**config.mk**
```make
export PLATFORM = sky130hd
export DESIGN_NAME = hazard_controller
export DESIGN_NICKNAME = d
export VERILOG_FILES = /design/src/rtl/hazard_controller.sv
export SDC_FILE = /design/constraint.sdc
export NUM_CORES = 1
export LEC_CHECK = 0
export CELL_PAD_IN_SITES_DETAIL_PLACEMENT = 1
export CELL_PAD_IN_SITES_GLOBAL_PLACEMENT = 1
export CORE_MARGIN = 3
export CORE_UTILIZATION = 20
export CTS_CLUSTER_SIZE = 8
export DETAILED_ROUTE_END_ITERATION = 12
export PLACE_DENSITY_LB_ADDON = 0.1
export SYNTH_ARGS = -nofsm -noshare
export SYNTH_HDL_FRONTEND = slang
export SYNTH_SLANG_ARGS = --single-unit
```
**constraint.sdc**
```tcl
create_clock -name clk -period 3 [get_ports clk]
set_input_delay 0.9 -clock clk [delete_from_list [all_inputs] [get_ports clk]]
set_output_delay 0.9 -clock clk [all_outputs]
set_load 0.01 [all_outputs]
```
**src/rtl/hazard_controller.sv**
```systemverilog
//------------------------------------------------------------------------------
// hazard_controller
//
// Pipeline hazard unit for a classic 5-stage in-order pipeline. It stalls the
// front end on a load-use dependency, flushes IF/ID (and ID/EX) after a taken
// branch, and freezes the whole pipe while data memory is busy.
//
// Control outputs are combinational in the current state and the inputs.
// The state and the flush counter update on the rising edge of clk.
//
// Ports
//   clk             in   rising-edge clock
//   reset           in   synchronous, active-high reset
//   id_ex_mem_read  in   instruction in ID/EX is a load
//   id_ex_rt        in   load destination register in ID/EX
//   if_id_rs        in   first source register of the instruction in IF/ID
//   if_id_rt        in   second source register of the instruction in IF/ID
//   branch_taken    in   branch resolved taken in EX this cycle
//   mem_busy        in   data memory cannot complete its access this cycle
//   stall_pc        out  hold the PC
//   stall_if_id     out  hold IF/ID
//   stall_id_ex     out  hold ID/EX
//   stall_ex_mem    out  hold EX/MEM
//   flush_if_id     out  load a bubble into IF/ID
//   flush_id_ex     out  load a bubble into ID/EX
//   stall_cycles    out  cycles with stall_pc=1 (saturating)
//   flush_cycles    out  cycles with any flush asserted (saturating)
//
// Parameters
//   BRANCH_PENALTY      IF/ID flush cycles per taken branch, legal 1..3
//   NUM_REGISTERS_LOG2  register specifier width
//
// Build option
//   HAZARD_STATS_EN  when defined, stall_cycles/flush_cycles are live
//                    counters; otherwise both ports are tied to zero.
//------------------------------------------------------------------------------
module hazard_controller #(
   parameter int BRANCH_PENALTY     = 2,
   parameter int NUM_REGISTERS_LOG2 = 5
) (
   input  logic                          clk,
   input  logic                          reset,
   input  logic                          id_ex_mem_read,
   input  logic [NUM_REGISTERS_LOG2-1:0] id_ex_rt,
   input  logic [NUM_REGISTERS_LOG2-1:0] if_id_rs,
   input  logic [NUM_REGISTERS_LOG2-1:0] if_id_rt,
   input  logic                          branch_taken,
   input  logic                          mem_busy,
   output logic                          stall_pc,
   output logic                          stall_if_id,
   output logic                          stall_id_ex,
   output logic                          stall_ex_mem,
   output logic                          flush_if_id,
   output logic                          flush_id_ex,
   output logic [31:0]                   stall_cycles,
   output logic [31:0]                   flush_cycles
);

   typedef enum logic [1:0] {
      RUN      = 2'd0,
      MEM_WAIT = 2'd1,
      FLUSH    = 2'd2
   } state_t;

   // The branch cycle itself is the first flush cycle; the counter then counts
   // the remaining FLUSH cycles minus one (it exits when it reads zero).
   localparam logic [1:0] FLUSH_LOAD = (BRANCH_PENALTY > 1) ? 2'(BRANCH_PENALTY - 2) : 2'd0;

   state_t     state, state_nxt;
   logic [1:0] flush_cnt, flush_cnt_nxt;
   logic       load_use;

   // Register 0 is hard-wired zero, so a load targeting it never creates a
   // real dependency.
   assign load_use = id_ex_mem_read && (id_ex_rt != '0) &&
                     ((id_ex_rt == if_id_rs) || (id_ex_rt == if_id_rt));

   // NOTE: every output of this block gets a default before the case so no
   // path leaves a value unassigned, which would otherwise infer a latch.
   always_comb begin
      state_nxt     = state;
      flush_cnt_nxt = flush_cnt;
      stall_pc      = 1'b0;
      stall_if_id   = 1'b0;
      stall_id_ex   = 1'b0;
      stall_ex_mem  = 1'b0;
      flush_if_id   = 1'b0;
      flush_id_ex   = 1'b0;

      unique case (state)
         RUN: begin
            if (mem_busy) begin
               {stall_pc, stall_if_id, stall_id_ex, stall_ex_mem} = 4'b1111;
               state_nxt = MEM_WAIT;
            end else if (branch_taken) begin
               flush_if_id = 1'b1;
               flush_id_ex = 1'b1;
               if (BRANCH_PENALTY > 1) begin
                  flush_cnt_nxt = FLUSH_LOAD;
                  state_nxt     = FLUSH;
               end
            end else if (load_use) begin
               // Hold the consumer in IF/ID and send a bubble down to EX.
               stall_pc    = 1'b1;
               stall_if_id = 1'b1;
               flush_id_ex = 1'b1;
            end
         end

         MEM_WAIT: begin
            if (mem_busy) begin
               {stall_pc, stall_if_id, stall_id_ex, stall_ex_mem} = 4'b1111;
            end else begin
               state_nxt = RUN;
            end
         end

         FLUSH: begin
            flush_if_id = 1'b1;
            if (mem_busy) begin
               // Freeze the flush sequence in place while memory is busy.
               {stall_pc, stall_if_id, stall_id_ex, stall_ex_mem} = 4'b1111;
            end else if (flush_cnt == 2'd0) begin
               state_nxt = RUN;
            end else begin
               flush_cnt_nxt = flush_cnt - 2'd1;
            end
         end

         default: state_nxt = RUN;
      endcase

      if (reset) begin
         stall_pc     = 1'b0;
         stall_if_id  = 1'b0;
         stall_id_ex  = 1'b0;
         stall_ex_mem = 1'b0;
         flush_if_id  = 1'b0;
         flush_id_ex  = 1'b0;
      end
   end

   // NOTE: sequential state uses non-blocking assignments so every flop
   // samples the pre-edge values regardless of statement order.
   always_ff @(posedge clk) begin
      if (reset) begin
         state     <= RUN;
         flush_cnt <= 2'd0;
      end else begin
         state     <= state_nxt;
         flush_cnt <= flush_cnt_nxt;
      end
   end

`ifdef HAZARD_STATS_EN
   logic [31:0] stall_cnt_q;
   logic [31:0] flush_cnt_q;

   always_ff @(posedge clk) begin
      if (reset) begin
         stall_cnt_q <= '0;
         flush_cnt_q <= '0;
      end else begin
         if (stall_pc && (stall_cnt_q != '1)) begin
            stall_cnt_q <= stall_cnt_q + 32'd1;
         end
         if ((flush_if_id || flush_id_ex) && (flush_cnt_q != '1)) begin
            flush_cnt_q <= flush_cnt_q + 32'd1;
         end
      end
   end

   assign stall_cycles = stall_cnt_q;
   assign flush_cycles = flush_cnt_q;
`else
   assign stall_cycles = '0;
   assign flush_cycles = '0;
`endif

endmodule

```
After elaboration in Yosys (flattened, before gate mapping)
Index checks and enable logic that the tools add are counted.

Add/subtract/negate cells: 1. Equality and inequality tests: 11. Multiplexer cells: 27. Reductions and logical operators: 11.

Operator list (count): $mux W2 (9); $mux W1 (14); $ne A2 B2 Y1 const B (6); $eq A5 B5 Y1 (2); $pmux W2 S3 (1); $reduce_and A5 Y1 (1); $reduce_bool A5 Y1 (1); $logic_not A2 Y1 (2); $pmux W1 S2 (2); $pmux W2 S2 (1); $reduce_and A4 Y1 (1); $ne A3 B3 Y1 const B (1); $reduce_or A3 Y1 (1); $eq A2 B1 Y1 const B (1); $eq A2 B2 Y1 const B (1); $logic_and A1 B1 Y1 (2); $reduce_bool A2 Y1 (1); $reduce_or A2 Y1 (1); $sub A2 B1 Y2 const B (1); $logic_or A1 B1 Y1 (1).

Flip-flop bits (word level): 4. Bits of input ports: 20. Output and inout bits: 70.

Longest topological paths before layout
Gate-level depths: netlist (run 1).

Word-level depth: 8. Depth in mapped cells: 6. Depth with buffers taken out: 6.

Worst setup path after synthesis (run 1)
Ideal clock, no wire load.

Path kind: in2out. Start point: input port reset. End point: output port stall_pc. Data arrival time: 2.015 ns. Required time: 2.100 ns. Path slack: 0.085 ns. Stages on the path: 5. Buffers on the path: 2. Path through: clkbuf_1 nor3b_1 o21ai_0 o31ai_1 buf_4.

Longest elaborated chain between the ends: 1.

Ends and longest elaborated chain: start: declaration (line 42) `input logic reset,`; $mux W1; end: declaration (line 49) `output logic stall_pc,`.

Every way passes these cells.

Worst setup path after layout (run 1)
Start point: input port id_ex_rt[4]. End point: output port flush_id_ex.

Longest elaborated chain between the ends: 8. Elaborated cells between the ends (all ways): 11.

Ends and longest elaborated chain: start: declaration (line 44) `input logic [NUM_REGISTERS_LOG2-1:0] id_ex_rt,`; $eq A5 B5 Y1 or $reduce_bool A5 Y1 (tied branches) (line 76, 75); $logic_or A1 B1 Y1 or $logic_and A1 B1 Y1 (tied branches) (line 76, 75); $logic_and A1 B1 Y1 (*) (line 75) `assign load_use = id_ex_mem_read && (id_ex_rt != '0) &&`; $mux W1 (*) (line 102) `end else if (load_use) begin`; $mux W1 (*) (line 95) `end else if (branch_taken) begin`; $mux W1 (*) (line 92) `if (mem_busy) begin`; $mux W1 (*) (line 90) `unique case (state)`; $mux W1 (*) (line 133) `if (reset) begin`; end: declaration (line 54) `output logic flush_id_ex,`.

Mark *: on every way between the ends. The rest lies on a longest branch, timed or not.

==> results of run 1 <==
[final cells by class]
type	instances	area (µm²)
Sequential cell	4	80.08
Inverter	4	15.01
Timing Repair Buffer	32	245.2
Clock buffer	3	41.29
Multi-Input combinational cell	116	685.7
Fill cell	587	3416
Tap cell	65	81.33
[logic make-up after synthesis]
logic type      after synthesis  synth area share
xor+xnor                     10           0.08827
simple gates                 22            0.1261
buf+inv                      71            0.5183
other cells                   1          0.003779
compound gates               13           0.09963
mux                           2           0.02018
flops                         4           0.08071
fa+ha+maj                     5           0.06305
[power by group through the flow]
| stage | sequential [mW] | clock, mW | combinational [mW] |
|---|---|---|---|
| floorplan | 0.0596 | 0 | 0.152 |
| CTS | 0.0598 | 0.121 | 0.143 |
| global placement | 0.0603 | 0 | 0.148 |
| finish | 0.0596 | 0.115 | 0.144 |
| global route | 0.0602 | 0.124 | 0.161 |
| detailed placement | 0.0606 | 0 | 0.148 |
[path summary, 6_finish.rpt]
kind	from	end	depth (start not counted)
worst min-delay path	flush_cnt[1]	flush_cnt[1]	2
worst max register to register	state[0]	flush_cnt[1]	7
worst min register to register	flush_cnt[1]	flush_cnt[1]	2
worst max-delay path	id_ex_rt[4]	flush_id_ex	6
[synthesized netlist by cell type (2+ instances only)]
library cell  number  area (µm²)
o21ai_0            2       10.01
nand2_1            3       11.26
inv_1              4       15.01
mux2i_1            2       20.02
a21oi_1            3       15.01
ha_1               5       62.56
nor2_1             5       18.77
buf_4             66       495.5
nor2b_2            2       17.52
nor3_1             3       15.01
xor2_1            10       87.58
o21ai_1            3       15.01
dfxtp_1            4       80.08
nor2b_1            2       12.51
[state kept, by name (all words and copies together), names as in the netlist]
register	cells
flush_cnt	2
state	2
[per-layer routing]
metal	part of all wire	up-vias
li1	-	341
met1	0.38	331
met4	0.0042	0
met2	0.51	51
met3	0.10	2
met5	0	-
[metrics by stage]
stage | TNS, ns | area (µm²) | setup WS [ns]
2_1_floorplan | 0 | 1229 | 0.08504
3_3_place_gp | -3.047 | 1114 | -0.7413
3_5_place_dp | -3.135 | 1114 | -0.7889
4_1_cts | -0.002778 | 1151 | -0.002778
5_1_grt | 0 | 1149 | 0.004946
6_report | 0 | 1149 | 0.06237
[worst reg2reg max path: cells and delay by family (launching register included)]
| family | cells | cell delay (ns) |
|---|---|---|
| muxes | 1 | 0.24 |
| adders and majority gates | 1 | 0.21 |
| and+or+nand+nor | 2 | 0.21 |
| buffers and inverters | 2 | 0.23 |
| DFF | 1 | 0.37 |
| AOI/OAI and AO/OA | 1 | 0.36 |
[what timing repair did]
| action | 4_1_cts | 5_1_grt |
|---|---|---|
| gates resized for setup | 51 | 5 |
| buffers inserted | 0 | 0 |
| pin swaps | 8 | 4 |
| endpoints found under the setup margin | 6 | 4 |
==> metrics.cfg, run 1 <==
[placed_design]
gp_congestion=0.6381
dp_cells=221
io_buffers=25
dp_hpwl_um=1909

[synth]
avgSynthCellArea_um2=7.752
synth_area_um2=992.2
synthCells=128
synthFlopType=dfxtp_1
synth_warnings=0
synth.distinct_cells=28
seq_area_frac_synth=0.08071
ys_seq_elements=4
synthArstFlopShare=0
synth_edf_count=0

[final_layout]
layout-drive-gt1-share=0.1887
layout.cells.non_filler=224
antenna_cells=0
layout_commonest_cell=conb_1
final_nets=186
fin_util=0.2516
area_growth_pct=15.76
layout_common_cells=64 x conb_1, 14 x dlygate4sd2_1, 10 x xor2_1, 7 x buf_4, 6 x buf_2

[pwr]
power_leakage_nw=0.5854
seq_power_share=0.187
netSwitchingFraction=0.3816
p_sw_mw=0.1218
ir_drop_mv=0.1193
total_power_mw=0.3191
p_int_mw=0.1974
combPwrFrac=0.453
powerDensity_nw_per_um2=277.9
clkPwrFrac=0.361

[critical_path]
crit_top_cell=buf_2
crit_slowest_cell=or4_4
start_kind=input port
critPathMaxStageDelay_ns=0.55
end_kind=output pin
timing.reg2reg.setup_slack_ns=1.27
cp_top_family=simple AND/OR/NAND/NOR gates
arrival_ns=2.04
cp_cell_sequence=buf_2 > or4_4 > o21ai_4 > or3b_1 > o21ai_1 > buf_2
crit_required_ns=2.10
crit_type=input port to output pin
path_buf_inv=2
critPathMaxFanout=3

[sta]
hold_viol=0
finalCritPeriodShare=0.9792
rsz0062_at_grt=no
period_needed_ns=2.938
drv_slew=0
whs_ns=0.4999
fmax_mhz=340.4
skew_ns=0.001078
setup_violations=0

[drt]
vias=725
postRouteWirelength_um=2145
post_drt_wl_per_cell_um=9.576
post_drt_via_cell_ratio=3.237
drcViolationCount=0
drtIter0Drc=28
drt_pre_antenna_iters=3
ant_nets=0

[floorplanning]
core_area_um2=4564
fp.dieW_um=76.44
fp.dieArea_um2=5842
io_pins=90
row_count=24
die_h_um=76.44
start_util=0.2174

[worst_hold_path]
hold_class=register to register

[grt]
grt_util_met1=0.07871
global_route.usage.met2=0.1344
grt-busiest-layer=met2
gr-total-overflow=0
grt_max_degree=8
grt_pass1_vias=768
grt_pass1_wl_um=3629
antenna_found_initial=0
met3_usage=0.03073
track_usage=0.07373

[clocking]
clkTransAtPathRegs_ns=0.03
cts_tree=yes
clk_path_buf_depth=2
worstSkewPairLatency_ns=0.22
cts_made_buffers=3
ctsHoldBuffers=0
clock-sinks=4
h-tree-depth=1
cts-root-buf=clkbuf_8

[run]
drv_cap=0

[run_status]
status=finished clean

Note: power is estimated with default switching activity, not from simulation.
==> run 2, diff against run 1 <==
--- a/config.mk
+++ b/config.mk
@@ -11,7 +11,7 @@
 export CORE_UTILIZATION = 20
 export CTS_CLUSTER_SIZE = 8
 export DETAILED_ROUTE_END_ITERATION = 12
-export PLACE_DENSITY_LB_ADDON = 0.1
+export PLACE_DENSITY = 0.93
 export SYNTH_ARGS = -nofsm -noshare
 export SYNTH_HDL_FRONTEND = slang
 export SYNTH_SLANG_ARGS = --single-unit
==> run 2 against run 1 <==
  * Register-to-register slack improved by 0.03 ns
  * Combinational power about the same
  * Largest cell class unchanged
  * Utilization up 0.14 points
  * Wire length rose by 2.6%
==> metrics.cfg, run 2 (synthesis gave the netlist of run 1 again) <==
[critical_path]
rr_startpoint=state[1]
start_kind=input port
arrival_ns=2.06  ; +0.02 ns
critPathMaxStageDelay_ns=0.55  ; about the same
critPathMaxFanout=3  ; unchanged
cp-startpoint=id_ex_rt[0]
end_kind=output pin
crit_type=input port to output pin
crit_slowest_cell=or4_4
cp_cell_sequence=clkbuf_2 > or4_4 > o21ai_4 > buf_6 > o31ai_4 > buf_2
crit_required_ns=2.10  ; about the same

[clocking]
cts-root-buf=clkbuf_8
ctsHoldBuffers=0  ; unchanged
clkTransAtPathRegs_ns=0.03  ; about the same
h-tree-depth=1  ; unchanged
clk_path_buf_depth=2  ; unchanged
worstSkewPairLatency_ns=0.22  ; about the same
cts_tree=yes
cts_made_buffers=3  ; unchanged
clock-sinks=4  ; unchanged

[worst_hold_path]
hold_class=register to register
hp-start=flush_cnt[1]

[drt]
post_drt_wl_per_cell_um=9.870  ; +3.1%
post_drt_via_cell_ratio=3.233  ; -0.11%
ant_nets=0  ; unchanged
postRouteWirelength_um=2201  ; +2.6%
drt_pre_antenna_iters=4  ; +1
vias=721  ; -0.55%
drtIter0Drc=18  ; -36%
drcViolationCount=0  ; unchanged

[final_layout]
antenna_cells=0  ; unchanged
top_regs=flush_cnt: 2 flops, state: 2 flops
layout-drive-gt1-share=0.2089  ; +0.02018
final_nets=185  ; -0.54%
postLayoutCellArea_um2=1155  ; +0.55%
layout_common_cells=64 x conb_1, 9 x xor2_1, 7 x buf_2, 6 x dlygate4sd2_1
area_growth_pct=16.39
layout_commonest_cell=conb_1
n_fill_cell=596  ; +1.5%

[grt]
grt_max_degree=8  ; unchanged
grt_pass1_wl_um=3249  ; -10%
antenna_found_initial=0  ; unchanged
track_usage=0.06829  ; -0.005440
gr-total-overflow=0  ; unchanged
grt_pass1_vias=700  ; -8.9%

[sta]
drv_slew=0  ; unchanged
period_needed_ns=2.959  ; +0.02180 ns
hold_viol=0  ; unchanged
skew_ns=0.001637  ; +0.0005589 ns
rsz0062_at_grt=no
setup_ws_ns=0.04057  ; -0.02180 ns
final.setup.tns_ns=0  ; unchanged
fmax_mhz=337.9  ; -0.74%
finalCritPeriodShare=0.9865  ; +0.007266
whs_ns=0.4907  ; -0.009243 ns
setup_violations=0  ; unchanged

[placed_design]
dp_hpwl_um=1964  ; +2.9%
dpl_cell_area_um2=1099  ; -1.3%
io_buffers=25  ; unchanged
pre_cts_slack_ns=-0.8252  ; -0.03627 ns
gp_congestion=0.7503  ; +18%

[run_status]
status=finished clean

[pwr]
seq_power_share=0.187  ; about the same
p_sw_mw=0.1221  ; +0.23%
clkPwrFrac=0.353  ; -0.008
power_leakage_nw=0.5821  ; -0.56%
ir_drop_mv=0.1077  ; -9.7%
powerDensity_nw_per_um2=276.9  ; -0.34%
netSwitchingFraction=0.3817  ; about the same
total_power_mw=0.3198  ; +0.21%
p_int_mw=0.1977  ; +0.19%
combPwrFrac=0.461  ; +0.008

[floorplanning]
fp.dieArea_um2=5842  ; unchanged
io_pins=90  ; unchanged
row_count=24  ; unchanged
fp.dieW_um=76.44  ; unchanged
core_area_um2=4564  ; unchanged
die_h_um=76.44  ; unchanged
start_util=0.2174  ; unchanged

[run]
drv_cap=0  ; unchanged

run 2: through the flow:
stage	cells	util
2_1_floorplan	191	-
3_3_place_gp	219	0.2407
3_5_place_dp	219	0.2407
4_1_cts	223	0.2516
5_1_grt	223	0.2530
6_report	223	0.2530
run 2: worst max-delay path: cells and delay by family:
family	cells	cell delay, ns
AOI/OAI and AO/OA	2	0.21
buffers and inverters	3	0.40
and+or+nand+nor	1	0.55
run 2: power by group through the flow:
| stage | clock, mW | combinational, mW | sequential [mW] |
|---|---|---|---|
| 3_5_place_dp | 0 | 0.145 | 0.0603 |
| 5_1_grt | 0.122 | 0.162 | 0.0604 |
| 2_1_floorplan | 0 | 0.152 | 0.0596 |
| 6_report | 0.113 | 0.147 | 0.0597 |
| 3_3_place_gp | 0 | 0.140 | 0.0601 |
| 4_1_cts | 0.116 | 0.143 | 0.0596 |
run 2: final cells by class:
cell class,count,area (µm²),area share
timing repair buffer,31,240.2,0.2080
inverter,4,15.01,0.01300
multi-input combinational,116,696.9,0.6035
clock buffer,3,41.29,0.03575
sequential,4,80.08,0.06934
tap,65,81.33,0.07042
run 2: metal layers:
| metal | vias to the layer above | GRT usage | wire length (µm) |
|---|---|---|---|
| li1 | 341 | - | - |
| met1 | 332 | 0.04912 | 605 |
| met2 | 46 | 0.1555 | 1355 |
| met3 | 2 | 0.01537 | 219 |
| met4 | 0 | 0.03261 | 21 |
| met5 | - | 0 | 0 |
run 2: final timing paths:
kind	endpoint	slack, ns	cells past startpoint
worst max-delay path	stall_pc	0.04	6
worst min-delay path	flush_cnt[1]	0.49	2
worst max register to register	flush_cnt[0]	1.30	6
worst min register to register	flush_cnt[1]	0.49	2
run 2: timing repair:
item / CTS / global route
endpoints found under the hold margin: 0 / 0
pin swaps: 10 / 10
gates resized for setup: 53 / 16
endpoints found under the setup margin: 6 / 5
buffers inserted: 1 / 0
==> run 3, diff against run 2 <==
--- a/config.mk
+++ b/config.mk
@@ -15,3 +15,4 @@
 export SYNTH_ARGS = -nofsm -noshare
 export SYNTH_HDL_FRONTEND = slang
 export SYNTH_SLANG_ARGS = --single-unit
+export TNS_END_PERCENT = 1
==> run 3 against run 2 <==
  * Flip-flop and latch count unchanged
  * Global-route usage stayed put
  * Non-clock buffer count stayed put
  * Sequential power hardly changed
  * Combinational power hardly changed
  * Clock power is essentially flat
  * Final cell count unchanged
  * Sequential share of layout area is 0.23 points lower
  * Count of clock-buffer cells in the layout did not move
  * Die area did not move
  * Via count fell by 0.14%
==> metrics.cfg, run 3 (synthesis gave the netlist of run 1 again) <==
[run_status]
status=finished clean

[clocking]
clk_path_buf_depth=2  ; unchanged
clkTransAtPathRegs_ns=0.03  ; about the same
cts_tree=yes
worstSkewPairLatency_ns=0.22  ; about the same
cts_made_buffers=3  ; unchanged
clock-sinks=4  ; unchanged
cts-root-buf=clkbuf_8
ctsHoldBuffers=0  ; unchanged
h-tree-depth=1  ; unchanged

[drt]
ant_nets=0  ; unchanged
postRouteWirelength_um=2256  ; +2.5%
post_drt_wl_per_cell_um=10.12  ; +2.5%
vias=720  ; -0.14%
drtIter0Drc=21  ; +3
drcViolationCount=0  ; unchanged
drt_pre_antenna_iters=3  ; -1
post_drt_via_cell_ratio=3.229  ; -0.14%

[floorplanning]
start_util=0.2174  ; unchanged
fp.dieW_um=76.44  ; unchanged
core_area_um2=4564  ; unchanged
row_count=24  ; unchanged
fp.dieArea_um2=5842  ; unchanged
io_pins=90  ; unchanged
die_h_um=76.44  ; unchanged

[placed_design]
gp_congestion=0.7503  ; unchanged
dpl_cell_area_um2=1099  ; unchanged
dp_hpwl_um=1964  ; unchanged
pre_cts_slack_ns=-0.8252  ; unchanged
io_buffers=25  ; unchanged

[final_layout]
layout_commonest_cell=conb_1
layout_common_cells=64 x conb_1, 10 x dlymetal6s2s_1, 9 x xor2_1, 6 x buf_2
antenna_cells=0  ; unchanged
top_regs=flush_cnt: 2 flops, state: 2 flops
multi_input_area_um2=696.9  ; unchanged
final_nets=185  ; unchanged
layout-drive-gt1-share=0.1899  ; -0.01899
n_fill_cell=588  ; -1.3%
postLayoutCellArea_um2=1195  ; +3.5%
area_growth_pct=20.43
fin_util=0.2618  ; +0.008772
seqCellArea_um2=80.08  ; unchanged

[sta]
setup_ws_ns=0.03193  ; -0.008633 ns
whs_ns=0.4906  ; -0.00005600 ns
skew_ns=0.001279  ; -0.0003582 ns
final.setup.tns_ns=0  ; unchanged
finalCritPeriodShare=0.9894  ; +0.002878
drv_slew=0  ; unchanged
setup_violations=0  ; unchanged
hold_viol=0  ; unchanged
fmax_mhz=336.9  ; -0.29%
period_needed_ns=2.968  ; +0.008633 ns

[critical_path]
crit_required_ns=2.10  ; about the same
critPathMaxFanout=3  ; unchanged
end_kind=output pin
arrival_ns=2.07  ; about the same
start_kind=input port
crit_type=input port to output pin

[grt]
antenna_found_initial=0  ; unchanged
grt_pass1_vias=703  ; +0.43%
gr-total-overflow=0  ; unchanged
track_usage=0.06829  ; unchanged
grt_max_degree=8  ; unchanged
grt_pass1_wl_um=3243  ; -0.18%

[pwr]
power_leakage_nw=0.6607  ; +13%
ir_drop_mv=0.1094  ; +1.5%
powerDensity_nw_per_um2=269.6  ; -2.6%

[run]
drv_cap=0  ; unchanged

[worst_hold_path]
hold_class=register to register

run 3: cell types whose count changed in the layout (fill, tap and decap cells not counted), sizes merged, moves of 2 or more:
cell           delta
clkdlybuf4s15     -3
clkbuf            -2
dlymetal6s2s      +9
dlygate4sd2       -3
run 3: final timing paths:
kind / startpoint / end / slack [ns] / depth (start not counted)
setup / recovery: id_ex_rt[0] / stall_pc / 0.03 / 6
hold reg to reg: flush_cnt[1] / flush_cnt[1] / 0.49 / 2
setup reg to reg: state[0] / flush_cnt[0] / 1.31 / 6
hold / removal: flush_cnt[1] / flush_cnt[1] / 0.49 / 2
run 3: repair_timing:
action | 4_1_cts | 5_1_grt
setup buffers | 1 | 0
pin swaps | 5 | 10
endpoints found under the setup margin | 6 | 4
gates resized for setup | 42 | 19
run 3: final cells by class:
class	instances	area share
Inverter	4	0.01257
Timing Repair Buffer	31	0.2346
Tap cell	65	0.06806
Clock buffer	3	0.03455
Sequential cell	4	0.06702
Multi-Input combinational cell	116	0.5832
run 3: stage by stage:
step	total power, mW	instances
after floorplan	0.2111	191
after global placement	0.2003	219
after detailed placement	0.2058	219
after CTS	0.3207	223
after global routing	0.3471	223
final	0.3222	223
run 3: metal layers:
metal	part of all wire	global-route usage	routed length (µm)	up-vias
li1	-	-	-	339
met1	0.28	0.04982	633	335
met2	0.62	0.1547	1393	44
met3	0.092	0.01537	208	2
met4	0.0093	0.03261	21	0
met5	0	0	0	-
run 3: power breakdown:
| group | internal (mW) | total (mW) | switching, mW |
|---|---|---|---|
| registers | 0.0566 | 0.0597 | 0.00305 |
| logic | 0.0579 | 0.150 | 0.0920 |
| clock network | 0.0855 | 0.113 | 0.0272 |
| total | 0.200 | 0.322 | 0.122 |
run 3: critical path, cell delays in order:
cell and delay (ns):
clkbuf_2 0.11, or4_4 0.55, o21ai_4 0.16, buf_6 0.12, o31ai_4 0.05, buf_2 0.17
